## config.mk

```make
export PLATFORM = sky130hd
export DESIGN_NAME = swicth_conf_control_mt
export DESIGN_NICKNAME = d
export VERILOG_FILES = /design/src/rtl/swicth_conf_pkg.sv /design/src/rtl/reg_pipe.sv /design/src/rtl/swicth_conf_pc.sv /design/src/rtl/sync_ram.sv /design/src/rtl/swicth_conf_control_mt.sv
export SDC_FILE = /design/constraint.sdc
export NUM_CORES = 1
export LEC_CHECK = 0
export CORE_ASPECT_RATIO = 0.5
export CORE_UTILIZATION = 30
export CTS_CLUSTER_DIAMETER = 120
export DETAILED_ROUTE_END_ITERATION = 12
export PLACE_DENSITY = 0.47
export SETUP_SLACK_MARGIN = 0.2
export SLEW_MARGIN = 25
export SYNTH_ARGS = -nofsm -noshare
export SYNTH_HDL_FRONTEND = slang
export SYNTH_SLANG_ARGS = --single-unit
```

## constraint.sdc

```tcl
create_clock -name clk -period 6.5 [get_ports clk]
set_input_delay 1.95 -clock clk [delete_from_list [all_inputs] [get_ports clk]]
set_output_delay 1.95 -clock clk [all_outputs]
set_load 0.01 [all_outputs]
```

## src/rtl/swicth_conf_pkg.sv

```systemverilog
// swicth_conf_pkg: command encodings and configuration-bus field layout
package swicth_conf_pkg;
  typedef enum logic [2:0] {
    CMD_NOP      = 3'd0,
    CMD_SET_MAX  = 3'd1,
    CMD_SET_LOOP = 3'd2,
    CMD_WRITE    = 3'd3,
    CMD_SET_EN   = 3'd4,
    CMD_RESTART  = 3'd5
  } cmd_e;
  localparam int F_CMD_LSB  = 0;
  localparam int F_CMD_W    = 3;
  localparam int F_SWID_LSB = 3;
  localparam int F_SWID_W   = 16;
  localparam int F_THR_LSB  = 19;
  localparam int F_ADDR_LSB = 27;
  localparam int F_DATA_LSB = 35;
endpackage

```

## src/rtl/reg_pipe.sv

```systemverilog
// reg_pipe: enabled register delay line with asynchronous reset
module reg_pipe #(
  parameter int W     = 1,
  parameter int DEPTH = 1
) (
  input  logic         clk,
  input  logic         rst,
  input  logic         en_i,
  input  logic [W-1:0] d_i,
  output logic [W-1:0] q_o
);
  logic [DEPTH-1:0][W-1:0] q;
  // Shifting the concatenation drops the oldest stage and works for DEPTH == 1
  always_ff @(posedge clk or posedge rst)
    if (rst) q <= '0;
    else if (en_i) q <= (DEPTH*W)'({q, d_i});
  assign q_o = q[DEPTH-1];
endmodule

```

## src/rtl/swicth_conf_pc.sv

```systemverilog
// swicth_conf_pc: one thread's looping PC with its max/loop bounds and restart
module swicth_conf_pc #(
  parameter int PC_W = 1
) (
  input  logic            clk,
  input  logic            rst,
  input  logic            restart_i,
  input  logic            adv_i,
  input  logic            set_max_i,
  input  logic            set_loop_i,
  input  logic [PC_W-1:0] addr_i,
  output logic [PC_W-1:0] pc_o
);
  logic [PC_W-1:0] pc_d, pc_q, max_d, max_q, loop_d, loop_q;
  always_comb begin
    pc_d   = restart_i ? '0 : !adv_i ? pc_q : pc_q >= max_q ? loop_q : pc_q + 1'b1;
    max_d  = set_max_i ? addr_i : max_q;
    loop_d = set_loop_i ? addr_i : loop_q;
  end
  always_ff @(posedge clk or posedge rst)
    if (rst) begin
      pc_q   <= '0;
      max_q  <= '0;
      loop_q <= '0;
    end else begin
      pc_q   <= pc_d;
      max_q  <= max_d;
      loop_q <= loop_d;
    end
  assign pc_o = pc_q;
endmodule

```

## src/rtl/sync_ram.sv

```systemverilog
// sync_ram: simple dual-port RAM, synchronous read returning old data on a same-address write
module sync_ram #(
  parameter int AW = 1,
  parameter int DW = 1
) (
  input  logic          clk,
  input  logic          we_i,
  input  logic [AW-1:0] waddr_i,
  input  logic [DW-1:0] wdata_i,
  input  logic          re_i,
  input  logic [AW-1:0] raddr_i,
  output logic [DW-1:0] rdata_o
);
  logic [DW-1:0] mem [2**AW];
  always_ff @(posedge clk) begin
    if (we_i) mem[waddr_i] <= wdata_i;
    if (re_i) rdata_o <= mem[raddr_i];
  end
endmodule

```

## src/rtl/swicth_conf_control_mt.sv

```systemverilog
// swicth_conf_control_mt: multi-thread switch configuration store with round-robin thread/PC
// sequencing and an aligned word/valid/thread-id output pipeline
module swicth_conf_control_mt
  import swicth_conf_pkg::*;
#(
  parameter int SWICTH_NUMBER = 0,
  parameter int STAGE         = 1,
  parameter int CONF_WIDTH    = 24,
  parameter int NUM_THREADS   = 8,
  parameter int PC_DEPTH      = 2,
  localparam int TID_W        = $clog2(NUM_THREADS),
  localparam int PC_W         = $clog2(PC_DEPTH)
) (
  input  logic                  clk,
  input  logic                  rst,
  input  logic                  en_pc_net,
  input  logic [63:0]           conf_bus_in,
  output logic [CONF_WIDTH-1:0] swicth_conf_out,
  output logic                  swicth_conf_valid,
  output logic [TID_W-1:0]      swicth_thread_out
);
  logic [2:0]                       cmd;
  logic                             hit, restart, rd_vld_q, unused_bus;
  logic [TID_W-1:0]                 thr, tidx_d, tidx_q, rd_tid_q;
  logic [PC_W-1:0]                  addr;
  logic [CONF_WIDTH-1:0]            data, rdata, rd_conf;
  logic [NUM_THREADS-1:0]           thr_en_d, thr_en_q;
  logic [NUM_THREADS-1:0][PC_W-1:0] pc;
  assign cmd        = conf_bus_in[F_CMD_LSB +: F_CMD_W];
  assign hit        = conf_bus_in[F_SWID_LSB +: F_SWID_W] == F_SWID_W'(SWICTH_NUMBER);
  assign thr        = conf_bus_in[F_THR_LSB +: TID_W];
  assign addr       = conf_bus_in[F_ADDR_LSB +: PC_W];
  assign data       = conf_bus_in[F_DATA_LSB +: CONF_WIDTH];
  assign restart    = hit && cmd == CMD_RESTART;
  assign unused_bus = ^conf_bus_in;
  always_comb begin
    tidx_d   = restart ? '0 : !en_pc_net ? tidx_q : tidx_q == TID_W'(NUM_THREADS-1) ? '0 : tidx_q + 1'b1;
    thr_en_d = thr_en_q;
    if (hit && cmd == CMD_SET_EN) thr_en_d[thr] = data[0];
  end
  // Read stage: thread id and enable captured alongside the synchronous RAM read
  always_ff @(posedge clk or posedge rst)
    if (rst) begin
      tidx_q   <= '0;
      thr_en_q <= '1;
      rd_tid_q <= '0;
      rd_vld_q <= 1'b0;
    end else begin
      tidx_q   <= tidx_d;
      thr_en_q <= thr_en_d;
      if (en_pc_net) begin
        rd_tid_q <= tidx_q;
        rd_vld_q <= thr_en_q[tidx_q];
      end
    end
  for (genvar t = 0; t < NUM_THREADS; t++) begin : g_thr
    logic sel;
    assign sel = hit && thr == TID_W'(t);
    swicth_conf_pc #(.PC_W(PC_W)) u_pc (
      .clk       (clk),
      .rst       (rst),
      .restart_i (restart),
      .adv_i     (en_pc_net && tidx_q == TID_W'(t) && thr_en_q[t]),
      .set_max_i (sel && cmd == CMD_SET_MAX),
      .set_loop_i(sel && cmd == CMD_SET_LOOP),
      .addr_i    (addr),
      .pc_o      (pc[t])
    );
  end
  sync_ram #(.AW(TID_W+PC_W), .DW(CONF_WIDTH)) u_mem (
    .clk    (clk),
    .we_i   (hit && cmd == CMD_WRITE),
    .waddr_i({thr, addr}),
    .wdata_i(data),
    .re_i   (en_pc_net),
    .raddr_i({tidx_q, pc[tidx_q]}),
    .rdata_o(rdata)
  );
  assign rd_conf = rd_vld_q ? rdata : '0;
  reg_pipe #(.W(CONF_WIDTH+1+TID_W), .DEPTH(STAGE+3)) u_pipe (
    .clk (clk),
    .rst (rst),
    .en_i(en_pc_net),
    .d_i ({rd_conf, rd_vld_q, rd_tid_q}),
    .q_o ({swicth_conf_out, swicth_conf_valid, swicth_thread_out})
  );
endmodule
```

======== Word level (Yosys, flattened, before mapping) ========
Memories as Yosys holds them, arrays and structs flattened. A register that Yosys moved wholly into a read port is not among the register bits.
Index checks and enable logic that the tools add are counted.
Widths: inputs -> output; s select.
word-level totals
  register bits after elaboration ......... 151
  ROM bits ................................ 0
  logic and storage cells ................. 165
  input port bits ......................... 67
  memory bits (writable) .................. 384
  memories kept ........................... 1
  latch bits .............................. 0
  output and inout bits ................... 28
memory list
  name       depth  bits a word  read ports  clocked after Yosys merged registers in  wr ports  RTL line        source
  u_mem.mem  16     24           1           1                                        1         sync_ram.sv:14  logic [DW-1:0] mem [2**AW];
operators by class
  add/subtract/negate cells ............... 9
  order comparisons ....................... 11
  multiplexer cells ....................... 37
  reductions and logical operators ........ 56
  divide/modulo/power cells ............... 0
  eq/ne operators ......................... 19
  bitwise operators ....................... 0
  multipliers ............................. 0
  shift-type cells ........................ 0
operator list
  kind                 number
  $logic_and 1x1->1    44
  $eq 3x3->1 const B   10
  $mux 1               29
  $mux 24              1
  $eq 3x2->1 const B   6
  $reduce_bool 2->1    9
  $logic_not 16->1     1
  $eq 3x1->1 const B   3
  $mux 3               3
  $add 1x1->1 const B  8
  $bwmux 8             1
  $ge 1x1->1           8
  $lt 3x4->1 const B   2
  $bmux 1 s3           2
  $logic_not 3->1      2
  $add 3x1->3 const B  1
  $demux 1 s3          1
  $ge 3x1->1 const B   1

======== Depth between registers and ports, before layout ========
Gate-level depths: netlist of the first run.
  depth in word-level cells ............... 5
  depth in mapped cells ................... 11

======== Cells and area by module ========
Synthesis of the first run repeated with hierarchy kept, for this count alone.
unflattened totals
  cell total of the unflattened synthesis .. 1135
  area total of the unflattened synthesis .. 21849.7 um2
modules (own cells, without submodules)
  module                  sequential area each (um2)  cells an instance  area each (um2)  times used
  sync_ram                12251.8                     636                15170.8          1
  reg_pipe                2802.7                      265                4390.5           1
  swicth_conf_control_mt  385.4                       146                1317.5           1
  swicth_conf_pc          75.1                        11                 121.4            8

======== Worst setup path before layout of the first run ========
Ideal clock, no wire load.
  path kind ............................... input-to-reg
  start point ............................. input conf_bus_in[5]
  end point ............................... memory u_mem.mem[12][0] in the netlist's numbering (enable)
  path slack .............................. 1424 ps
  required time ........................... 6065 ps
  data arrival time ....................... 4641 ps
  stages on the path ...................... 5
  buffers on the path ..................... 0
  cell sequence ........................... nor4_1 nand4_1 nor2_1 nand4_1 nor3_1
on the way
  cells in the longest elaborated chain, start to end .. 4
ends and longest elaborated chain
  item                          RTL line                      source
  start: declaration            swicth_conf_control_mt.sv:17  input logic [63:0] conf_bus_in,
  $logic_not 16->1              swicth_conf_control_mt.sv:30  assign hit = conf_bus_in[F_SWID_LSB +: F_SWID_W] == F_SWID_W'(SWICTH_NUMBER);
  $logic_and 1x1->1             swicth_conf_control_mt.sv:72  .we_i (hit && cmd == CMD_WRITE),
  $mux 1                        sync_ram.sv:16                if (we_i) mem[waddr_i] <= wdata_i;
  $mux 1 (not written as such)  sync_ram.sv:16
  end: declaration              sync_ram.sv:14
No other way between the ends.

======== Worst setup path in the final report of the first run ========
  start point ............................. input conf_bus_in[13]
  end point ............................... memory u_mem.mem[1][16] in the netlist's numbering (enable)
Same word-level chain as after synthesis.

==> results of run 1 <==
[per-layer routing]
layer	wire (um)	part of all wire [%]	GRT usage [%]	vias up
met2	22700	45	21.0	260
met1	23400	47	19.3	5900
li1	-	-	-	5210
met5	23	0.046	0	-
met3	2970	5.9	3.03	87
met4	1090	2.2	3.70	4
[worst max-delay path: stages]
cell	delay [ns]
clkdlybuf4s50_1	0.40
nor4_1	0.28
nand4_1	0.20
nor2_1	0.47
nand4_1	0.36
nor2_2	0.50
buf_4	0.43
[stage by stage]
stage / instance area [sq um] / util (%) / power (mW)
global route: 25600 / 35.7 / 10.8
CTS: 25600 / 35.7 / 10.5
floorplan: 22000 / - / 6.22
global placement: 23800 / 33.2 / 7.20
finish: 25600 / 35.7 / 10.3
detailed placement: 23800 / 33.2 / 7.24
[power groups by stage]
stage | Clock (mW) | Combinational, mW | Sequential (mW)
floorplan | 0 | 1.89 | 4.33
global placement | 0 | 2.75 | 4.45
detailed placement | 0 | 2.78 | 4.46
CTS | 3.28 | 2.79 | 4.39
global route | 3.42 | 2.97 | 4.42
finish | 3.18 | 2.76 | 4.38
[layout by cell type, fill, tap and decap left out, types with 3 or more instances in the layout]
cell | netlist | layout
edfxtp_1 | 408 | 408
clkbuf_16 | 0 | 55
nand2b_1 | 6 | 6
o22ai_1 | 6 | 6
dfrtp_1 | 143 | 142
nand3_1 | 6 | 6
nor2_2 | 0 | 12
mux2_2 | 124 | 124
clkinv_1 | 0 | 7
nand2_1 | 76 | 76
a2111oi_1 | 5 | 5
clkbuf_1 | 43 | 14
inv_1 | 31 | 30
clkinv_2 | 0 | 14
mux2i_1 | 57 | 57
dfstp_2 | 8 | 8
o21ai_0 | 24 | 24
a211oi_1 | 8 | 8
and3_1 | 37 | 37
nor3_2 | 0 | 4
buf_12 | 0 | 4
buf_4 | 30 | 46
a32o_1 | 18 | 18
nor2b_1 | 11 | 11
clkdlybuf4s50_1 | 0 | 76
ha_1 | 6 | 6
nor3_1 | 18 | 14
nor2_1 | 100 | 87
a31oi_1 | 6 | 6
a2111oi_0 | 30 | 30
bufinv_16 | 0 | 7
nand4_1 | 12 | 12
o221ai_1 | 3 | 3
mux4_2 | 41 | 41
nor4_1 | 22 | 22
[path summary, 6_finish.rpt]
path / start / end / slack [ns] / depth (start not counted)
max: conf_bus_in[13] / u_mem.mem[1][16]$_DFFE_PP_ / 2.15 / 7
min: u_mem.rdata_o[12]$_DFFE_PP_ / u_pipe.q[16]$_DFFE_PP0P_ / 0.45 / 2
max reg2reg: tidx_q[2]$_DFFE_PP0P_ / u_mem.rdata_o[12]$_DFFE_PP_ / 2.59 / 10
min in group asynchronous: rst / u_pipe.q[28]$_DFFE_PP0P_ / 1.83 / 2
max in group asynchronous: rst / u_pipe.q_o[19]$_DFFE_PP0P_ / 3.66 / 3
min reg2reg: u_mem.rdata_o[12]$_DFFE_PP_ / u_pipe.q[16]$_DFFE_PP0P_ / 0.45 / 2
[cell families after synthesis]
group                      after synthesis  synth area share [%]
AOI/OAI and AO/OA                      105                  3.84
adders and majority gates                6                 0.342
DFF                                    559                  73.0
muxes                                  224                  13.3
buffers and inverters                  128                  3.26
and+or+nand+nor                        296                  6.32
[final cells by class]
class | count | share of cell area [%]
Clock buffer | 70 | 5.63
Clock inverter | 31 | 1.34
Inverter | 31 | 0.473
Multi-Input combinational cell | 631 | 20.6
Sequential cell | 559 | 62.6
Tap cell | 958 | 4.68
Timing Repair Buffer | 127 | 4.67
[state kept, by name (all words and copies together), names as in the netlist]
register           flops
g_thr.u_pc.loop_q      8
g_thr.u_pc.max_q       8
g_thr.u_pc.pc_o        8
rd_tid_q               3
rd_vld_q               1
thr_en_q               8
tidx_q                 3
u_mem.mem            384
u_mem.rdata_o         24
u_pipe.q              84
u_pipe.q_o            28
==> impl_metrics.csv, run 1 <==
group,metric,value,unit
cells_and_area,nets,1477,
routing,vias_per_cell,4.76,
floorplan,core_area,71700,sq um
sta,fmax,230,MHz
sta,finalSetupViolCount,0,
clock_tree,cts_tree,"yes",
clock_tree,htree_levels,2,
power,combPwrFrac,26.8,%
cells_and_area,fill_cells,6739,
power,powerDensity,403,nW/um^2
power,internal-power,7.19,mW
critical_path,worstPathMaxFanout,19,
sta,setup-tns-final,0,ns
cells_and_area,finalNonFillerCells,2407,
sta,hold_slack,0.453,ns
sta,slew_violations,0,
floorplan,die_y,193,um
sta,final_hold_viol_count,0,
synthesis,ys.flop_type,"edfxtp_1",
sta,slew_headroom,34.6,%
critical_path,start_kind,"primary input",
place,gp_congestion,0.767,
synthesis,synth_fp_nets,1391,
synthesis,yosysTopAreaCell,"edfxtp_1",
status,run_status,"complete, no violations",
floorplan,initial_utilization,30.6,%
sta,tightest_slew,0.956,ns
routing,drcViolationCount,0,
routing,wl_per_cell,20.8,um
floorplan,ios,95,
sta,worst_slack,2.15,ns
synthesis,yosys.area.top_type_share,55.7,%
synthesis,ys_seq_area_share,73.0,%
cells_and_area,area_delta_synth_final,16.6,%
floorplan,rows,69,
global_route,grtUsageTotal,13.6,%
synthesis,syn_inst,1318,
synthesis,ys_types,43,
floorplan,die_w,385,um
cells_and_area,drive_gt1_share,22.8,%
critical_path,path_class,"in -> reg",
synthesis,synth_seq_cells,559,
clock_tree,cts-root-buf,"clkbuf_16",
power,sw_frac_of_total,30.3,%
place,placedCellCount,2306,
clock_tree,clockBufferDepth,3,
power,vdd_drop_max,271,uV
cells_and_area,diodes,0,
critical_path,worstSetupEndpointType,"register",
routing,drt_wl_total,50200,um
routing,drt-initial-drc-count,1080,
sta,rsz0062_at_grt,"no",
clock_tree,clkSlewWorstSetupHoldPaths,0.06,ns
power,leakagePower,9.21,nW
cells_and_area,multi_input_area,5280,sq um
clock_tree,numCtsBuffers,54,
routing,num_vias,11500,
synthesis,yosysWarnings,0,
synthesis,synthArstFlopShare,27.0,%
clock_tree,clock-sinks,559,
clock_tree,ctsResizeCount,0,
clock_tree,postCtsHoldBufs,0,
sta,fin_worst_skew,0.0243,ns
routing,final_antenna_net_count,0,
synthesis,synth.most_common_cell,"edfxtp_1",
floorplan,fp.dieArea,74400,sq um
hold_path,worstHoldPathType,"reg -> reg",
synthesis,netlist_area,22000,sq um
place,dp_hpwl,29200,um
routing,dr.pass1.iters,4,
global_route,grt-ovfl-total,0,
power,pwr-share-seq,42.4,%
clock_tree,cts_setup_buffers,0,
sta,min_period_over_period,66.9,%
critical_path,crit_required,6.77,ns
synthesis,synth-edff-count,408,
sta,min_period,4.35,ns
place,pre_cts_ws,1.51,ns
synthesis,synth.area.top_cells,"edfxtp_1, dfrtp_1, mux2_2",
critical_path,cp_data_arrival_time,4.62,ns
global_route,grt_pass1_vias,11900,
place,port_buffers,77,
power,switchingPower,3.13,mW
cells_and_area,seqCellArea,16000,sq um
global_route,grt_pass1_wl,76000,um
clock_tree,clk-insertion-delay-late,0.61,ns
power,pwr-share-clk,30.8,%
synthesis,synth_area_per_cell,16.7,sq um
run,max_cap_violations,0,
synthesis,ys_top_cells_by_count,"edfxtp_1, dfrtp_1, mux2_2",
global_route,grt_start_max_net_pins,98,
global_route,antenna_found_initial,5,
(Power assumes the default switching activity.)
==> run 2: changes to the inputs <==
clock period = 4.6 ns   (was 6.5 ns; I/O delays follow)
==> impl_metrics.csv, run 2 (synthesis gave the netlist of run 1 again) <==
group,metric,value,unit
clock_tree,ctsResizeCount,0,
sta,rsz0062_at_grt,"no",
floorplan,initial_utilization,30.6,%
sta,tightest_slew,1.01,ns
critical_path,cp_slowest_cell,"dfrtp_1",
critical_path,crit_required,4.90,ns
sta,slew_headroom,32.3,%
power,powerDensity,556,nW/um^2
cells_and_area,largest_reg_flops,384,
hold_path,worstHoldPathCells,2,
floorplan,die_w,385,um
routing,num_vias,11400,
routing,final_antenna_net_count,0,
run,max_cap_violations,0,
global_route,antenna_found_initial,1,
clock_tree,clock-sinks,559,
sta,setup-tns-final,0,ns
critical_path,path_cells,"nand2b_1 -> o22ai_4 -> nor2_4 -> buf_12 -> buf_4 -> nand2_1 -> a32o_1 -> nor4_1",
status,run_status,"complete, no violations",
sta,min_period,3.74,ns
sta,min_period_over_period,81.4,%
routing,wl_per_cell,20.4,um
place,dp_hpwl,28400,um
floorplan,rows,69,
cells_and_area,final_common_cell,"edfxtp_1",
clock_tree,clockBufferDepth,3,
floorplan,fp.dieArea,74400,sq um
critical_path,start_kind,"register",
critical_path,worstPathMaxFanout,57,
sta,slew_violations,0,
cells_and_area,area_delta_synth_final,17.1,%
cells_and_area,nets,1479,
clock_tree,cts_tree,"yes",
cells_and_area,largest_register,"u_mem.mem",
clock_tree,cts-root-buf,"clkbuf_16",
sta,finalSetupViolCount,0,
place,port_buffers,77,
clock_tree,htree_levels,2,
global_route,grt_start_max_net_pins,152,
cells_and_area,fill_cells,6705,
critical_path,worstRegToRegCells,8,
cells_and_area,layout_common_cells,"edfxtp_1, dfrtp_1, mux2_2, nor2_1",
global_route,grt_pass1_vias,11900,
power,leakagePower,9.21,nW
cells_and_area,drive_gt1_share,22.5,%
cells_and_area,finish.utilization,35.9,%
sta,fin_worst_skew,0.0190,ns
routing,drt-initial-drc-count,881,
routing,drt_wl_total,49100,um
critical_path,worstSetupEndpointType,"register",
sta,fmax,267,MHz
floorplan,ios,95,
clock_tree,numCtsBuffers,55,
floorplan,core_area,71700,sq um
global_route,grtUsageTotal,13.2,%
sta,final_hold_viol_count,0,
global_route,grt_pass1_wl,74600,um
clock_tree,clk-insertion-delay-late,0.60,ns
routing,drcViolationCount,0,
critical_path,path_class,"reg -> reg",
clock_tree,cts_setup_buffers,0,
hold_path,worstHoldPathType,"reg -> reg",
clock_tree,postCtsHoldBufs,0,
floorplan,die_y,193,um
routing,dr.pass1.iters,5,
critical_path,crit_path_max_incr_delay,0.88,ns
critical_path,cp_data_arrival_time,4.05,ns
global_route,grt-ovfl-total,0,
clock_tree,clkSlewWorstSetupHoldPaths,0.06,ns
place,gp_congestion,0.746,
power,vdd_drop_max,565,uV
routing,vias_per_cell,4.73,
[run 2: cell types whose count changed in the layout (fill, tap and decap cells not counted), moves of 2 or more]
cell	delta
nor3_4	+4
clkbuf_1	-4
clkinv_1	+6
buf_12	+14
clkinv_2	-4
nor3_2	-4
buf_4	-13
bufinv_16	-3
clkinvlp_4	+2
[run 2: through the flow]
stage	std cells	cell area (sq um)	worst slack [ns]	hold slack, ns	power [mW]
after floorplan	1318	22000	0.725	0.426	8.78
after global placement	2307	24000	0.795	0.440	10.1
after detailed placement	2307	24000	0.791	0.440	10.2
after CTS	2404	25700	0.869	0.459	14.5
after global routing	2404	25700	0.509	0.487	15.0
final	2405	25700	0.856	0.456	14.3
[run 2: path summary, 6_finish.rpt]
kind / start / endpoint / slack, ns
worst max-delay path: tidx_q[2]$_DFFE_PP0P_ / u_mem.rdata_o[9]$_DFFE_PP_ / 0.86
worst min-delay path: u_mem.rdata_o[16]$_DFFE_PP_ / u_pipe.q[20]$_DFFE_PP0P_ / 0.46
worst max register to register: tidx_q[2]$_DFFE_PP0P_ / u_mem.rdata_o[9]$_DFFE_PP_ / 0.86
worst min register to register: u_mem.rdata_o[16]$_DFFE_PP_ / u_pipe.q[20]$_DFFE_PP0P_ / 0.46
max in group asynchronous: rst / u_pipe.q[13]$_DFFE_PP0P_ / 2.61
min in group asynchronous: rst / u_pipe.q[56]$_DFFE_PP0P_ / 1.37
[run 2: area by class of cell]
| class | count | area [sq um] | area share [%] |
|---|---|---|---|
| multi-input cells | 631 | 5300 | 20.6 |
| clock inverters | 31 | 264 | 1.03 |
| well taps | 958 | 1200 | 4.66 |
| flip-flops and latches | 559 | 16000 | 62.3 |
| clock buffers | 66 | 1430 | 5.55 |
| diodes | 1 | 2.50 | 0.00972 |
| repair buffers | 128 | 1380 | 5.36 |
| inverters | 31 | 120 | 0.467 |
[run 2: layer usage]
layer | share of wire [%] | global-route usage (%) | vias up
li1 | - | - | 5201
met1 | 47 | 18.7 | 5875
met2 | 46 | 20.8 | 254
met3 | 5.9 | 2.94 | 55
met4 | 1.5 | 2.76 | 0
met5 | 0 | 0 | -
[run 2: worst max-delay path, delay by kind of cell, from the launching register on]
kind            cells  cell delay, ns
compound gates      2            0.39
buf+inv             2            0.56
flops               1            0.88
simple gates        4            1.55
[run 2: power by group]
| part | switching (mW) | leakage (nW) | internal (mW) |
|---|---|---|---|
| Clock | 1.86 | 0.831 | 2.43 |
| Combinational | 2.21 | 2.75 | 1.67 |
| Sequential | 0.252 | 5.63 | 5.90 |
| Total | 4.32 | 9.21 | 9.99 |
==> run 3: changes to the inputs <==
PLACE_DENSITY = 0.49   (was 0.47)
clock period = 3.4 ns   (was 4.6 ns; I/O delays follow)
==> impl_metrics.csv, run 3 (synthesis gave the netlist of run 1 again) <==
group,metric,value,unit
place,pre_cts_ws,0.0746,ns
hold_path,hold_path.startpoint,"u_mem.rdata_o[16]$_DFFE_PP_",
place,placedCellCount,2336,
critical_path,crit_cells,7,
routing,drt_wl_total,50500,um
cells_and_area,postLayoutCellArea,26200,sq um
place,gp_congestion,0.780,
critical_path,worstRegToRegCells,7,
status,run_status,"complete, no violations",
clock_tree,postCtsHoldBufs,0,
cells_and_area,layout_common_cells,"edfxtp_1, dfrtp_1, mux2_2, nor2_1",
floorplan,core_area,71700,sq um
hold_path,worstHoldPathType,"reg -> reg",
clock_tree,clock-sinks,559,
cells_and_area,largest_reg_flops,384,
global_route,antenna_found_initial,2,
clock_tree,cts_setup_buffers,0,
sta,fmax,326,MHz
floorplan,fp.dieArea,74400,sq um
global_route,grtUsageTotal,13.8,%
sta,tightest_slew,0.923,ns
global_route,grt_start_max_net_pins,86,
sta,slew_violations,0,
sta,rsz0062_at_grt,"no",
critical_path,r2r_slack,0.33,ns
critical_path,crit_buf_inv,1,
critical_path,reg2reg_to,"u_mem.rdata_o[9]$_DFFE_PP_",
routing,dr.pass1.iters,5,
routing,wl_per_cell,20.7,um
routing,final_antenna_net_count,0,
floorplan,die_w,385,um
clock_tree,numCtsBuffers,54,
cells_and_area,finalNonFillerCells,2438,
floorplan,die_y,193,um
clock_tree,cts-root-buf,"clkbuf_16",
cells_and_area,final_common_cell,"edfxtp_1",
critical_path,path_cells,"mux2_1 -> o22ai_2 -> nor2_4 -> buf_12 -> nand2_1 -> a32o_1 -> nor4_1",
floorplan,initial_utilization,30.6,%
place,dp_hpwl,30400,um
routing,num_vias,11600,
global_route,grt_pass1_vias,12200,
critical_path,crit_path_max_incr_delay,0.64,ns
critical_path,cp_data_arrival_time,3.37,ns
global_route,grt_pass1_wl,77600,um
cells_and_area,nets,1507,
clock_tree,clk-insertion-delay-late,0.61,ns
sta,worst_slack,0.335,ns
critical_path,path_class,"reg -> reg",
critical_path,critPathTopFamily,"simple AND/OR/NAND/NOR gates",
run,max_cap_violations,0,
power,leakagePower,9.43,nW
power,power,19.8,mW
routing,drcViolationCount,0,
sta,min_period,3.07,ns
place,placed_area,24400,sq um
critical_path,cp-endpoint,"u_mem.rdata_o[9]$_DFFE_PP_",
clock_tree,clockBufferDepth,3,
sta,fin_worst_skew,0.0203,ns
sta,setup-tns-final,0,ns
critical_path,start_kind,"register",
routing,drt-initial-drc-count,969,
cells_and_area,area_delta_synth_final,19.2,%
critical_path,worstSetupEndpointType,"register",
place,port_buffers,77,
floorplan,ios,95,
sta,final_hold_viol_count,0,
power,powerDensity,757,nW/um^2
cells_and_area,largest_register,"u_mem.mem",
clock_tree,htree_levels,2,
critical_path,cp_slowest_cell,"nor4_1",
routing,vias_per_cell,4.76,
clock_tree,cts_tree,"yes",
critical_path,crit_start,"tidx_q[0]$_DFFE_PP0P_",
clock_tree,clkSlewWorstSetupHoldPaths,0.06,ns
critical_path,crit_required,3.71,ns
global_route,grt-ovfl-total,0,
cells_and_area,drive_gt1_share,24.3,%
power,vdd_drop_max,512,uV
floorplan,rows,69,
sta,slew_headroom,38.3,%
sta,min_period_over_period,90.1,%
sta,finalSetupViolCount,0,
critical_path,crit-reg2reg-launch,"tidx_q[0]$_DFFE_PP0P_",
critical_path,worstPathMaxFanout,56,
## run 3: cell types whose count changed in the layout (fill, tap and decap cells not counted), sizes merged
cell,delta
clkbuf,+12
clkinv,-12
clkinvlp,+1
buf,+29
diode,+2
bufinv,+1
## run 3: what timing repair did
| item | in CTS | in global routing |
|---|---|---|
| endpoints found under the hold margin | 0 | 0 |
| endpoints found under the setup margin | 0 | 4 |
| resized for setup | 0 | 3 |
## run 3: layer usage
| layer | vias to the layer above | global-route usage (%) | share of wire, % |
|---|---|---|---|
| li1 | 5265 | - | - |
| met1 | 6005 | 20.2 | 47 |
| met2 | 261 | 20.8 | 45 |
| met3 | 62 | 2.64 | 5.6 |
| met4 | 2 | 3.60 | 1.7 |
| met5 | - | 0 | 0.020 |
## run 3: worst reg2reg max path, stage by stage, from the launching register on
cell	delay, ns
dfrtp_4	0.57
mux2_1	0.29
o22ai_2	0.12
nor2_4	0.41
buf_12	0.34
nand2_1	0.12
a32o_1	0.28
nor4_1	0.64
## run 3: power breakdown
group          internal, mW  leakage [nW]  switching [mW]  total (mW)
clock network          3.51         0.874            2.56        6.06
registers              7.98          5.63           0.283        8.27
logic                  2.34          2.92            3.15        5.50
## run 3: final cells by class
type	instances	area, sq um
sequential	559	16000
timing repair buffer	157	1730
antenna	3	7.51
clock inverter	21	275
fill	6607	45500
multi-input combinational	631	5310
clock buffer	78	1520
tap	958	1200
inverter	31	120
## run 3: worst min-delay path by stage
stage | end | cells after the start
final | u_pipe.q[20]$_DFFE_PP0P_ | 2
after detailed placement | u_pipe.q[20]$_DFFE_PP0P_ | 2
after floorplan | u_pipe.q[10]$_DFFE_PP0P_ | 2
after global placement | u_pipe.q[20]$_DFFE_PP0P_ | 2
after CTS | u_pipe.q[19]$_DFFE_PP0P_ | 2
after global routing | u_pipe.q[16]$_DFFE_PP0P_ | 2
## run 3: through the flow
step / utilization [%] / hold slack (ns)
floorplan: - / 0.426
global placement: 34.0 / 0.436
detailed placement: 34.0 / 0.442
CTS: 36.5 / 0.455
global route: 36.5 / 0.473
finish: 36.5 / 0.450
